File: src/rtl/ip_pkg.sv
// Shared IPv4 definitions for the IP transmit/receive path: protocol numbers,
// header constants, transmitter FSM states and a header byte selector.
package ip_pkg;

  localparam logic [7:0]  IP_PROTO_ICMP      = 8'h01;
  localparam logic [7:0]  IP_PROTO_TCP       = 8'h06;
  localparam logic [7:0]  IP_PROTO_UDP       = 8'h11;

  localparam logic [3:0]  IPV4_VERSION       = 4'd4;
  localparam logic [3:0]  IPV4_IHL           = 4'd5;
  localparam logic [15:0] IPV4_HDR_LEN       = 16'd20;
  localparam logic [15:0] IPV4_MAX_PAYLOAD   = 16'd65515;
  localparam logic [3:0]  IPV4_CSUM_WORDS    = 4'd9;
  localparam logic [4:0]  IPV4_HDR_LAST_BYTE = 5'd19;

  typedef enum logic [2:0] {
    ST_IDLE,
    ST_CHECKSUM,
    ST_HEADER,
    ST_PAYLOAD,
    ST_DISCARD
  } ipTxState_t;

  // Byte idx of a 160-bit header held MSB first (byte 0 = version/IHL).
  function automatic logic [7:0] headerByte(input logic [159:0] hdr, input logic [4:0] idx);
    logic [159:0] shifted;
    shifted = hdr << {idx, 3'b000};
    return shifted[159:152];
  endfunction

endpackage

File: src/rtl/ip_checksum_accumulator.sv
// One's-complement header checksum: sums 16-bit words into a 20-bit accumulator
// and presents the twice-folded, inverted result. Shared with the receive path.
module ip_checksum_accumulator
  import ip_pkg::*;
(
  input  logic        clock,
  input  logic        reset,
  input  logic        i_clear,
  input  logic        i_valid,
  input  logic [15:0] i_word,
  output logic [15:0] o_checksum
);

  logic [19:0] r_acc;
  logic [16:0] w_fold1;
  logic [15:0] w_fold2;

  always_ff @(posedge clock) begin
    if (reset || i_clear) begin
      r_acc <= '0;
    end else if (i_valid) begin
      r_acc <= r_acc + {4'h0, i_word};
    end
  end

  // Two end-around-carry folds cover any sum of up to sixteen words.
  assign w_fold1    = {1'b0, r_acc[15:0]} + {13'h0000, r_acc[19:16]};
  assign w_fold2    = w_fold1[15:0] + {15'h0000, w_fold1[16]};
  assign o_checksum = ~w_fold2;

endmodule

File: src/rtl/ip_datagram_transmitter.sv
// IPv4 datagram transmitter: prepends a 20-byte header to a pass-through payload
// stream. Define IP_TX_STATS_EN to add frames_sent / frames_dropped counters.
module ip_datagram_transmitter
  import ip_pkg::*;
#(
  parameter int         DATA_WIDTH    = 8,
  parameter logic [7:0] DEFAULT_TTL   = 8'd64,
  parameter logic       DONT_FRAGMENT = 1'b1
) (
  input  logic                  clock,
  input  logic                  reset,
  input  logic                  pl_tx_tvalid,
  output logic                  pl_tx_tready,
  input  logic [DATA_WIDTH-1:0] pl_tx_tdata,
  input  logic                  pl_tx_tlast,
  input  logic [7:0]            pl_protocol,
  input  logic [15:0]           pl_length,
  input  logic [31:0]           pl_dest_ip,
  input  logic [31:0]           local_ip_address,
  output logic                  eth_tx_tvalid,
  input  logic                  eth_tx_tready,
  output logic [DATA_WIDTH-1:0] eth_tx_tdata,
  output logic                  eth_tx_tlast,
  output logic                  length_error
`ifdef IP_TX_STATS_EN
  ,
  output logic [15:0]           frames_sent,
  output logic [15:0]           frames_dropped
`endif
);

  ipTxState_t  r_state;
  ipTxState_t  w_nextState;

  logic [7:0]  r_protocol;
  logic [15:0] r_length;
  logic [31:0] r_destIp;
  logic [31:0] r_srcIp;
  logic [15:0] r_id;
  logic [3:0]  r_wordIdx;
  logic [4:0]  r_byteIdx;
  logic [15:0] r_count;
  logic [15:0] r_checksum;
  logic        r_lengthError;

  logic        w_lenBad;
  logic        w_lastByCount;
  logic        w_lengthErrorNext;
  logic [15:0] w_totalLen;
  logic [15:0] w_flagsWord;
  logic [159:0] w_header;
  logic [7:0]  w_headerByte;
  logic        w_accClear;
  logic        w_accValid;
  logic [15:0] w_accWord;
  logic [15:0] w_accResult;

  assign w_lenBad      = (pl_length == 16'd0) || (pl_length > IPV4_MAX_PAYLOAD);
  assign w_lastByCount = (r_count == r_length - 16'd1);
  assign w_totalLen    = IPV4_HDR_LEN + r_length;
  assign w_flagsWord   = {1'b0, DONT_FRAGMENT, 1'b0, 13'h0000};
  assign w_header      = {IPV4_VERSION, IPV4_IHL, 8'h00, w_totalLen, r_id, w_flagsWord,
                          DEFAULT_TTL, r_protocol, r_checksum, r_srcIp, r_destIp};
  assign w_headerByte  = headerByte(w_header, r_byteIdx);
  assign length_error  = r_lengthError;

  // Header words in the order the checksum accumulator consumes them.
  always_comb begin
    case (r_wordIdx)
      4'd0:    w_accWord = {IPV4_VERSION, IPV4_IHL, 8'h00};
      4'd1:    w_accWord = w_totalLen;
      4'd2:    w_accWord = r_id;
      4'd3:    w_accWord = w_flagsWord;
      4'd4:    w_accWord = {DEFAULT_TTL, r_protocol};
      4'd5:    w_accWord = r_srcIp[31:16];
      4'd6:    w_accWord = r_srcIp[15:0];
      4'd7:    w_accWord = r_destIp[31:16];
      4'd8:    w_accWord = r_destIp[15:0];
      default: w_accWord = 16'h0000;
    endcase
  end

  assign w_accClear = (r_state == ST_IDLE);
  assign w_accValid = (r_state == ST_CHECKSUM) && (r_wordIdx < IPV4_CSUM_WORDS);

  ip_checksum_accumulator u_checksum (
    .clock      (clock),
    .reset      (reset),
    .i_clear    (w_accClear),
    .i_valid    (w_accValid),
    .i_word     (w_accWord),
    .o_checksum (w_accResult)
  );

  always_ff @(posedge clock) begin
    if (reset) begin
      r_state <= ST_IDLE;
    end else begin
      r_state <= w_nextState;
    end
  end

  always_comb begin
    w_nextState       = r_state;
    pl_tx_tready      = 1'b0;
    eth_tx_tvalid     = 1'b0;
    eth_tx_tdata      = '0;
    eth_tx_tlast      = 1'b0;
    w_lengthErrorNext = 1'b0;
    case (r_state)
      ST_IDLE: begin
        if (pl_tx_tvalid) begin
          if (w_lenBad) begin
            w_nextState       = ST_DISCARD;
            w_lengthErrorNext = 1'b1;
          end else begin
            w_nextState = ST_CHECKSUM;
          end
        end
      end
      ST_CHECKSUM: begin
        if (r_wordIdx == IPV4_CSUM_WORDS) begin
          w_nextState = ST_HEADER;
        end
      end
      ST_HEADER: begin
        eth_tx_tvalid = 1'b1;
        eth_tx_tdata  = w_headerByte;
        if (eth_tx_tready && (r_byteIdx == IPV4_HDR_LAST_BYTE)) begin
          w_nextState = ST_PAYLOAD;
        end
      end
      ST_PAYLOAD: begin
        eth_tx_tvalid = pl_tx_tvalid;
        pl_tx_tready  = eth_tx_tready;
        eth_tx_tdata  = pl_tx_tdata;
        eth_tx_tlast  = pl_tx_tlast || w_lastByCount;
        // Payload runs over its declared length: end the datagram, drop the rest.
        if (pl_tx_tvalid && eth_tx_tready) begin
          if (w_lastByCount && !pl_tx_tlast) begin
            w_nextState       = ST_DISCARD;
            w_lengthErrorNext = 1'b1;
          end else if (pl_tx_tlast) begin
            w_nextState       = ST_IDLE;
            w_lengthErrorNext = !w_lastByCount;
          end
        end
      end
      ST_DISCARD: begin
        pl_tx_tready = 1'b1;
        if (pl_tx_tvalid && pl_tx_tlast) begin
          w_nextState = ST_IDLE;
        end
      end
      default: begin
        w_nextState = ST_IDLE;
      end
    endcase
  end

  // Sideband latch, header sequencing, identification and payload counting.
  always_ff @(posedge clock) begin
    if (reset) begin
      r_protocol    <= '0;
      r_length      <= '0;
      r_destIp      <= '0;
      r_srcIp       <= '0;
      r_id          <= '0;
      r_wordIdx     <= '0;
      r_byteIdx     <= '0;
      r_count       <= '0;
      r_checksum    <= '0;
      r_lengthError <= 1'b0;
    end else begin
      r_lengthError <= w_lengthErrorNext;
      case (r_state)
        ST_IDLE: begin
          if (pl_tx_tvalid) begin
            r_protocol <= pl_protocol;
            r_length   <= pl_length;
            r_destIp   <= pl_dest_ip;
            r_srcIp    <= local_ip_address;
            r_wordIdx  <= '0;
          end
        end
        ST_CHECKSUM: begin
          r_wordIdx <= r_wordIdx + 4'd1;
          if (r_wordIdx == IPV4_CSUM_WORDS) begin
            r_checksum <= w_accResult;
            r_byteIdx  <= '0;
          end
        end
        ST_HEADER: begin
          if (eth_tx_tready) begin
            r_byteIdx <= r_byteIdx + 5'd1;
            if (r_byteIdx == IPV4_HDR_LAST_BYTE) begin
              r_id    <= r_id + 16'd1;
              r_count <= '0;
            end
          end
        end
        ST_PAYLOAD: begin
          if (pl_tx_tvalid && eth_tx_tready) begin
            r_count <= r_count + 16'd1;
          end
        end
        default: begin
        end
      endcase
    end
  end

`ifdef IP_TX_STATS_EN
  logic [15:0] r_framesSent;
  logic [15:0] r_framesDropped;

  always_ff @(posedge clock) begin
    if (reset) begin
      r_framesSent    <= '0;
      r_framesDropped <= '0;
    end else begin
      if (eth_tx_tvalid && eth_tx_tready && eth_tx_tlast) begin
        r_framesSent <= r_framesSent + 16'd1;
      end
      if ((r_state == ST_IDLE) && (w_nextState == ST_DISCARD)) begin
        r_framesDropped <= r_framesDropped + 16'd1;
      end
    end
  end

  assign frames_sent    = r_framesSent;
  assign frames_dropped = r_framesDropped;
`endif

endmodule

File: config.mk
export PLATFORM = sky130hd
export DESIGN_NAME = ip_datagram_transmitter
export DESIGN_NICKNAME = d
export VERILOG_FILES = /design/src/rtl/ip_pkg.sv /design/src/rtl/ip_checksum_accumulator.sv /design/src/rtl/ip_datagram_transmitter.sv
export SDC_FILE = /design/constraint.sdc
export NUM_CORES = 1
export LEC_CHECK = 0
export CELL_PAD_IN_SITES_DETAIL_PLACEMENT = 1
export CELL_PAD_IN_SITES_GLOBAL_PLACEMENT = 2
export CORE_MARGIN = 10
export CORE_UTILIZATION = 34
export CTS_CLUSTER_SIZE = 30
export DETAILED_ROUTE_END_ITERATION = 12
export GPL_TIMING_DRIVEN = 1
export PLACE_DENSITY = 0.9
export RECOVER_POWER = 50
export SKIP_CTS_REPAIR_TIMING = 1
export SLEW_MARGIN = 20
export SYNTH_ARGS = -nofsm -noshare
export SYNTH_HDL_FRONTEND = slang
export SYNTH_SLANG_ARGS = --single-unit
File: constraint.sdc
create_clock -name clock -period 4.7 [get_ports clock]
set_input_delay 0.47 -clock clock [delete_from_list [all_inputs] [get_ports clock]]
set_output_delay 0.47 -clock clock [all_outputs]
set_load 0.05 [all_outputs]
# Yosys cells after proc, flatten, opt, wreduce, memory -nomap -nowiden
# Index checks and enable logic that the tools add are counted.
# word_totals
regBits	169
output_inout_bits	12
input_bits	101
elab_cells	100
# classes
shift	1
bitwise_logic	1
reduce_logical	23
n_eq_ne	23
mux	29
n_addsub	9
n_lt_le_gt_ge	2
# ops
operator	count
$shl 159x8->160	1
$pmux 16 s9	1
$mux 16	3
$add 16x1->16 const B	2
$pmux 16 s2	1
$mux 3	8
$add 20x16->20	1
$add 16x4->17	1
$add 16x1->16	1
$add 5x16->16 const A	1
$eq 16x16->1	1
$eq 4x3->1 const B	4
$gt 16x16->1 const B	1
$logic_not 16->1	1
$not 16->16	1
$pmux 8 s2	1
$sub 16x1->16 const B	1
$pmux 3 s5	1
$ne 2x2->1 const B	6
$mux 5	2
$pmux 5 s2	1
$eq 4x2->1 const B	2
$eq 4x4->1 const B	2
$pmux 4 s2	1
23 further kinds	43

# Depth between registers and ports, before layout
# Gate-level depths: netlist of run 1.
# logic_depth
ltp_word	7
mapped_depth	17
depth_no_buf	16

# Modules after synthesis
# From an unflattened synthesis of run 1, not the netlist that was laid out.
# hier_totals
cells_unflattened	1386
hier_area_um2	10644.0
# by_module_without_submodules
mod	seq_area_each_um2	cells_per_inst	area_per_inst_um2	n_inst
ip_datagram_transmitter	2982.9	1093	8408.1	1
ip_checksum_accumulator	400.4	293	2235.9	1

# Worst setup path after synthesis of run 1
# Ideal clock, no wire load.
# synth_path
path_type	flip-flop to output port
from	reg r_length[6]
to	out eth_tx_tdata[5]
path_buffers	1
arrival_time_ps	3187
stages_incl_launch_ff	8
setup_slack_ps	1043
required_ps	4230
cell_sequence	dfxtp_1 buf_4 nand4_1 nor3b_2 nand4_1 xor2_1 o221a_2 o41ai_1
# synth_between
elab_chain_len	3
# synth_rtl
element	line_no	text
from (decl)	ip_datagram_transmitter.sv:36	logic [15:0] r_length;
from (signal assigned)	ip_datagram_transmitter.sv:180	r_length <= pl_length;
$add 5x16->16	ip_datagram_transmitter.sv:60	assign w_totalLen = IPV4_HDR_LEN + r_length;
$shl 159x8->160	ip_pkg.sv:27	shifted = hdr << {idx, 3'b000};
$pmux 8 s2	ip_datagram_transmitter.sv:110	case (r_state)
to (decl)	ip_datagram_transmitter.sv:22	output logic [DATA_WIDTH-1:0] eth_tx_tdata,
# No other way between the ends.

# Worst setup path after layout of run 1
# layout_path
from	reg r_length[0]
to	out eth_tx_tlast
# layout_between
elab_chain_len	4
# layout_rtl
element	line_no	text
$sub 16x1->16	ip_datagram_transmitter.sv:59	assign w_lastByCount = (r_count == r_length - 16'd1);
$eq 16x16->1	ip_datagram_transmitter.sv:59	
$logic_or 1x1->1	ip_datagram_transmitter.sv:137	eth_tx_tlast = pl_tx_tlast || w_lastByCount;
$mux 1	ip_datagram_transmitter.sv:110	
to (decl)	ip_datagram_transmitter.sv:23	output logic eth_tx_tlast,
# No other way between the ends.

==> results of run 1 <==
[cells by family (layout without fill, tap and decap cells)]
logic type      after synthesis  after routing  share of synthesized area [%]
simple gates                520            520                           23.3
compound gates              348            348                           21.9
flops                       169            169                           32.6
xor+xnor                     89             89                           7.51
fa+ha+maj                    37             37                           4.60
buf+inv                     106            176                           4.08
mux                          39             39                           5.98
[power by group]
part / total [mW] / leakage, nW / internal, mW / switching [mW]
Sequential: 1.60 / 1.38 / 1.49 / 0.105
Combinational: 0.537 / 2.64 / 0.225 / 0.312
Clock: 1.49 / 0.289 / 0.805 / 0.681
Total: 3.62 / 4.30 / 2.52 / 1.10
[worst paths after layout]
kind / cells after the start / slack [ns] / to / start
setup / recovery: 10 / 0.21 / eth_tx_tlast / r_length[0]
hold / removal: 2 / 0.47 / r_checksum[4] / r_checksum[4]
setup reg to reg: 15 / 0.40 / u_checksum.r_acc[16] / r_wordIdx[0]
hold reg to reg: 2 / 0.47 / r_checksum[4] / r_checksum[4]
[sequential cells by signal, summed over array words and instances, names as in the netlist]
signal	count
r_state	3
length_error	1
r_protocol	8
r_count	16
r_srcIp	32
r_wordIdx	4
u_checksum.r_acc	20
r_byteIdx	5
r_destIp	32
r_length	16
r_checksum	16
r_id	16
[layout by cell type (no fill, tap or decap), drive strengths merged, types with 6 or more instances in the layout]
master         Yosys  layout
o211ai            10      10
nand2            266     266
and2              16      16
a221oi             9       9
inv               18      27
clkdlybuf4s50      0     110
nor2              95      95
nand3             29      29
o21ai             48      48
o2111ai            6       6
a31oi              8       8
a22oi             41      41
nor3              18      18
mux2i              8       8
a21o               6       6
clkbuf            72      20
mux2              14      14
xnor2             39      39
ha                35      35
xor2              50      50
nand4             19      19
mux4              17      17
nand3b             7       7
or3               12      12
a222oi             9       9
o22ai              6       6
a22o               9       9
a21oi            142     142
nor4              10      10
dfxtp            169     169
and3              15      15
nor3b              8       8
a211oi            17      17
buf               15      11
[cell usage after synthesis, types with 4 or more instances]
cell / count / area share, %
mux2i_1: 8 / 0.77
o2111ai_1: 5 / 0.42
nand4_1: 18 / 1.1
and3_1: 15 / 0.90
buf_1: 5 / 0.18
nor3b_1: 5 / 0.36
mux2_2: 14 / 1.5
nand3b_1: 7 / 0.51
or3_1: 11 / 0.66
nand3_1: 29 / 1.4
nor3_1: 16 / 0.77
o21ai_0: 47 / 2.3
o211ai_1: 9 / 0.65
nor2_1: 94 / 3.4
a211oi_1: 16 / 1.2
nand2_1: 266 / 9.6
and2_1: 15 / 0.90
inv_1: 18 / 0.65
o21a_1: 5 / 0.36
mux4_2: 17 / 3.7
nor4b_1: 4 / 0.34
clkbuf_1: 72 / 2.6
xnor2_1: 39 / 3.3
a21oi_1: 142 / 6.8
a22oi_1: 41 / 3.0
a31oi_1: 8 / 0.48
nor2b_1: 4 / 0.24
a221oi_1: 9 / 0.76
ha_1: 35 / 4.2
dfxtp_1: 169 / 33
a22o_1: 9 / 0.76
buf_2: 6 / 0.29
a222oi_1: 9 / 0.87
and4_1: 4 / 0.34
nor4_1: 8 / 0.48
xor2_1: 50 / 4.2
o22ai_1: 5 / 0.30
a21o_1: 6 / 0.43
o31ai_1: 5 / 0.36
or2_2: 5 / 0.30
[worst reg2reg max path: stages (launching register included)]
cell and delay, ns:
dfxtp_1 0.42, inv_1 0.09, ha_1 0.23, nor2b_1 0.19, and2_0 0.50, a22oi_1 0.31
nand3_1 0.12, ha_1 0.25, fa_1 0.43, a211oi_1 0.33, o21bai_1 0.13, a21oi_1 0.38
o21ai_0 0.29, a41oi_1 0.30, xor2_1 0.16, nor2_1 0.05
[cell type report]
class | count | area, µm²
sequential | 169 | 3390
multi-input combinational | 1033 | 6560
fill | 3570 | 17600
inverter | 19 | 71.3
tap | 390 | 488
clock inverter | 15 | 176
clock buffer | 17 | 425
timing repair buffer | 125 | 1210
[stage by stage]
| step | instance area, µm² | hold WS (ns) |
|---|---|---|
| 3_5_place_dp | 11700 | 0.457 |
| 2_1_floorplan | 10400 | 0.428 |
| 3_3_place_gp | 11700 | 0.448 |
| 4_1_cts | 12300 | 0.466 |
| 6_report | 12300 | 0.470 |
| 5_1_grt | 12300 | 0.497 |
[layer usage]
metal | wire length, µm | share of wire [%] | global-route usage, %
met3 | 2300 | 6.0 | 3.46
met4 | 1280 | 3.4 | 7.83
met5 | 13 | 0.034 | 0
met1 | 17100 | 45 | 25.0
met2 | 17400 | 46 | 30.9
==> flow_summary_export.csv, run 1 <==
group,metric,value,unit
outcome,run_status,"finished, violations left",
outcome,failing_checks,"max-capacitance violations, max-slew violations",
worst_setup_path,critical_path_class,"flop to primary output",
sta,slew_headroom,-4.55,%
floorplan,die_area,0.0379,mm²
sta,timing.final.max_slew_violations,44,
layout,final_layout_size_suffix_gt1_share,7.33,%
layout,layout.nets,1503,
sta,setup_violations,0,
hold_path,hp-class,"flop to flop",
detailed_routing,vias_per_cell,5.72,
sta,final-hold-violation-count,0,
global_route,antenna_found_initial,1,
placement,dp.final_hpwl,29.4,mm
global_route,number_of_global_route_vias_before_repair,10154,
synthesis,post_synth_instance_area,0.0104,mm²
clocking,cts_htree_levels,4,
placement,place_ws,0.684,ns
floorplan,fp.coreArea,0.0299,mm²
floorplan,io_pins,113,
floorplan,start_util,34.8,%
sta,final.min_clock_period,4.49,ns
clocking,tritoncts.num_buffers,17,
clocking,buffer_cell_driving_the_clock_tree_root,"clkbuf_16",
flow_run,drv.max_cap_violation_count,1,
worst_setup_path,sort_of_element_at_the_start_of_the_critical_path,"flop",
sta,max_freq,223,MHz
detailed_routing,detail-route-antenna-nets,0,
synthesis,ys_seq_area_share,32.6,%
floorplan,placementRows,63,
global_route,first_pass_grt_wire_length,58.9,mm
synthesis,syn_area_per_cell,7.94,µm²
clocking,tritoncts_clock_tree,"built",
synthesis,async_flop_share,0,%
worst_setup_path,worst_ep_arrival_time,4.02,ns
worst_setup_path,critical_path.endpoint_type,"primary output",
clocking,clk_latency,0.45,ns
global_route,groute.usage.overall,19.3,%
global_route,grt_start_max_net_pins,74,
synthesis,number_of_warnings_printed_during_yosys_synthesis,0,
global_route,grt_overflow,0,
clocking,cts_buffer_depth,2,
power_and_ir_drop,cellLeakagePower,4.30,nW
layout,insertedDiodeCount,0,
sta,fin_skew,0.00953,ns
power_and_ir_drop,powerDensity,294,mW/mm²
worst_setup_path,critPathMaxStageDelay,0.81,ns
detailed_routing,wl_per_cell,21.6,µm
synthesis,ys_dominant_reg_cell,"dfxtp_1",
synthesis,yosysUniqueCellTypes,79,
worst_setup_path,worst-path-buf-inv,1,
detailed_routing,drc,0,
worst_setup_path,critical_path.cell_chain,"nor2_2 -> nor4b_1 -> and2_1 -> nor4b_1 -> a31oi_1 -> a2111oi_4 -> o211ai_1 -> ha_1 -> nor2_1 -> clkdlybuf4s50_1",
layout,finish.cell_count_without_fillers,1768,
sta,post-route-period-util,95.6,%
clocking,worst_setup_hold_path_clk_slew,0.08,ns
placement,gp_routability_congestion,0.945,
worst_setup_path,cpMaxStageDelayCell,"clkdlybuf4s50_1",
detailed_routing,detailedRoute.firstIterationViolations,782,
floorplan,die_w,195,µm
synthesis,synth_edf_count,0,
floorplan,chipHeight,195,µm
placement,buffer_ports.inserted,112,
worst_setup_path,cp.required,4.23,ns
sta,grt_setup_unrepaired,"false",
worst_setup_path,critical-path-top-cell-by-count,"nor4b_1",
detailed_routing,route.final.wire_length,38.2,mm
layout,area_growth,18.6,%
sta,setup_total_negative_slack,0,ns
synthesis,synth.net_count,1446,
worst_setup_path,cp_max_fo,6,
sta,worst_pin_slew,1.56,ns
synthesis,yosys_register_bits,169,
power_and_ir_drop,power.total,3.62,mW
placement,inst_count_dp,1736,
clocking,clock_sinks,169,
detailed_routing,num_vias,10112,
worst_setup_path,worst_path_dominant_cell_family,"simple AND/OR/NAND/NOR gates",
power_and_ir_drop,worst_ir_drop_vdd,0.278,mV
detailed_routing,detailedRoute.firstPassIterationCount,5,
layout,final_core_utilization,41.2,%
synthesis,post_synth_inst_count,1308,
sta,final_critical_path_setup_slack,0.206,ns
Note: power is estimated with default switching activity, not from simulation.
==> run 2, diff against run 1 <==
Settings changed: PLACE_DENSITY 0.9 to not set, PLACE_DENSITY_LB_ADDON set to 0.1, SYNTH_HIERARCHICAL set to 1.
==> run 2 against run 1 <==
The run still ends with max-capacitance violations, max-slew violations left. Global-route usage up 1.8 points. Critical path type unchanged. Critical path depth down 3. Final area up 2.1%. First-iteration DRC count up 6.5%. Sequential cell count unchanged. Synthesized cell count up 6.0%. Utilization down 0.35 points. Combinational power up 13%. Via count up 3.7%. Sequential share of layout area down 0.55 points. Clock power down 7%.
==> flow_summary_export.csv, run 2 <==
group,metric,value,unit
outcome,run_status,"finished, violations left",
outcome,failing_checks,"max-capacitance violations, max-slew violations",
global_route,antenna_found_initial,0,
synthesis,synth_compound_gate_area_share,20.7,%
worst_setup_path,critical_path.endpoint_type,"primary output",
power_and_ir_drop,worst_ir_drop_vdd,0.254,mV
detailed_routing,num_vias,10484,
sta,post-route-period-util,90.9,%
synthesis,yosys_register_bits,169,
layout,reg.largest.list,"r_destIp: 32 flops, r_srcIp: 32 flops, u_checksum/r_acc: 20 flops",
placement,inst_count_dp,1817,
sta,grt_setup_unrepaired,"false",
synthesis,post_synth_inst_count,1386,
sta,worst_pin_slew,1.60,ns
layout,layout.nets,1579,
detailed_routing,wl_per_cell,22.2,µm
clocking,tritoncts_clock_tree,"built",
floorplan,placementRows,64,
layout,area_taken_by_multi_input_logic_gates,0.00676,mm²
clocking,cts_htree_levels,4,
synthesis,synth_top_cell_area_share,31.8,%
layout,final_layout_size_suffix_gt1_share,5.85,%
layout,mostFrequentLayoutCells,"nand2_1, dfxtp_1, a21oi_1",
global_route,groute.usage.overall,21.1,%
worst_setup_path,worst-path-buf-inv,1,
layout,layout.cells.most_common,"nand2_1",
floorplan,start_util,34.6,%
clocking,cts_buffer_depth,2,
layout,finish.cell_count_without_fillers,1849,
synthesis,synth_largest_area_cell,"dfxtp_1",
detailed_routing,detailedRoute.firstPassIterationCount,5,
synthesis,synthMostInstantiatedCell,"nand2_1",
detailed_routing,detail-route-antenna-nets,0,
detailed_routing,route.final.wire_length,41.1,mm
synthesis,synthSimpleGateAreaFrac,24.3,%
synthesis,number_of_warnings_printed_during_yosys_synthesis,6,
sta,max_freq,234,MHz
sta,fin_skew,0.00880,ns
synthesis,yosysUniqueCellTypes,83,
placement,buffer_ports.inserted,112,
worst_setup_path,worst_path_dominant_cell_family,"simple AND/OR/NAND/NOR gates",
sta,setup_total_negative_slack,0,ns
synthesis,async_flop_share,0,%
clocking,clk_latency,0.45,ns
clocking,buffer_cell_driving_the_clock_tree_root,"clkbuf_16",
synthesis,dominant_combinational_cell_family_by_area_after_synthesis,"simple AND/OR/NAND/NOR gates",
synthesis,synth.top_cells.by_count,"nand2_1, dfxtp_1, a21oi_1",
worst_setup_path,cpMaxStageDelayCell,"clkdlybuf4s50_1",
sta,setup_violations,0,
clocking,worst_setup_hold_path_clk_slew,0.07,ns
placement,gp_routability_congestion,0.950,
power_and_ir_drop,powerDensity,288,mW/mm²
clocking,clock_sinks,169,
synthesis,ys_dominant_reg_cell,"dfxtp_1",
floorplan,chipHeight,197,µm
sta,timing.final.max_slew_violations,27,
detailed_routing,drc,0,
flow_run,drv.max_cap_violation_count,1,
floorplan,die_area,0.0388,mm²
worst_setup_path,worst_ep_arrival_time,3.80,ns
clocking,tritoncts.num_buffers,17,
sta,final.min_clock_period,4.27,ns
synthesis,ys_seq_area_share,31.8,%
sta,final-hold-violation-count,0,
worst_setup_path,reg2reg_setup_slack,0.52,ns
global_route,grt_start_max_net_pins,79,
synthesis,synth_edf_count,0,
synthesis,post_synth_xor_area_fraction,7.41,%
floorplan,fp.coreArea,0.0307,mm²
global_route,grt_overflow,0,
placement,dp.final_hpwl,32.2,mm
detailed_routing,vias_per_cell,5.67,
worst_setup_path,sort_of_element_at_the_start_of_the_critical_path,"flop",
layout,area_growth,18.1,%
floorplan,die_w,197,µm
synthesis,synth.net_count,1525,
sta,slew_headroom,-6.79,%
hold_path,hp-class,"flop to flop",
synthesis,syn_area_per_cell,7.68,µm²
power_and_ir_drop,cellLeakagePower,4.34,nW
layout,insertedDiodeCount,0,
global_route,number_of_global_route_vias_before_repair,10525,
synthesis,yosys.area_share.adder,4.61,%
worst_setup_path,critical-path-top-cell-by-count,"or4_1",
synthesis,synth.area.mux_share,6.39,%
floorplan,io_pins,113,
worst_setup_path,cp_max_fo,13,
worst_setup_path,cp.required,4.23,ns
layout,ff_latch_area,0.00339,mm²
detailed_routing,detailedRoute.firstIterationViolations,833,
global_route,first_pass_grt_wire_length,63.7,mm
synthesis,ys_top_cells_by_area,"dfxtp_1, nand2_1, a21oi_1",
synthesis,post_synth_instance_area,0.0106,mm²
worst_setup_path,critical_path_class,"flop to primary output",
layout,fillerInstances,3724,
worst_setup_path,critPathMaxStageDelay,0.81,ns
worst_setup_path,critical_path.cell_chain,"or4_1 -> o31a_1 -> or4_1 -> a211o_1 -> ha_1 -> nor2b_1 -> clkdlybuf4s50_1",
run 2: changes by cell type after synthesis, moves of 14 or more:
cell,before,now
a21oi_1,142,160
a22oi_1,41,24
xor2_1,50,36
inv_1,18,34
nand2_1,266,283
mux2i_1,8,32
xnor2_1,39,54
run 2: per-layer routing:
metal  track usage [%]  share of wire (%)  wire length [µm]
met5                 0                  0                 0
met2              33.0                 44             18300
met4              5.67                2.3               931
met1              28.6                 47             19300
met3              4.80                6.4              2610
run 2: cell families after synthesis:
group	count (synthesis)
buffers and inverters	129
adder cells (fa/ha/maj)	38
AO/OA/AOI/OAI	346
AND/OR/NAND/NOR	564
flip-flops	169
multiplexers	50
XOR/XNOR	90
run 2: area by class of cell:
cell class | count | share of cell area [%]
Sequential cell | 169 | 26.9
Clock inverter | 14 | 1.09
Inverter | 36 | 1.08
Clock buffer | 18 | 3.42
Timing Repair Buffer | 128 | 9.73
Tap cell | 396 | 3.94
Multi-Input combinational cell | 1088 | 53.8
run 2: worst min-delay path, delay by kind of cell, from the launching register on:
family          cells  cell delay [ns]
simple gates        1             0.05
compound gates      1             0.05
flops               1             0.32
run 2: power by group:
part           leakage, nW  internal (mW)  switching, mW
clock network        0.267          0.702          0.690
registers             1.38           1.50          0.120
logic                 2.69          0.250          0.355
run 2: worst paths after layout:
kind         cells after the start           start              endpoint
max reg2reg                     15    r_wordIdx[0]  u_checksum/r_acc[18]
max                              7     r_length[6]          eth_tx_tlast
min reg2reg                      2  r_checksum[14]        r_checksum[14]
min                              2  r_checksum[14]        r_checksum[14]
run 2: metrics by stage:
| stage | total power [mW] | hold WS, ns | setup slack (ns) | cell area, µm² | utilization (%) |
|---|---|---|---|---|---|
| 3_3_place_gp | 2.25 | 0.447 | 0.766 | 12000 | 39.1 |
| 4_1_cts | 3.67 | 0.468 | 0.404 | 12600 | 41.0 |
| 3_5_place_dp | 2.26 | 0.457 | 0.596 | 12000 | 39.1 |
| 2_1_floorplan | 1.97 | 0.433 | 0.972 | 10600 | - |
| 5_1_grt | 3.79 | 0.483 | 0.262 | 12600 | 40.9 |
| 6_report | 3.62 | 0.469 | 0.425 | 12600 | 40.9 |
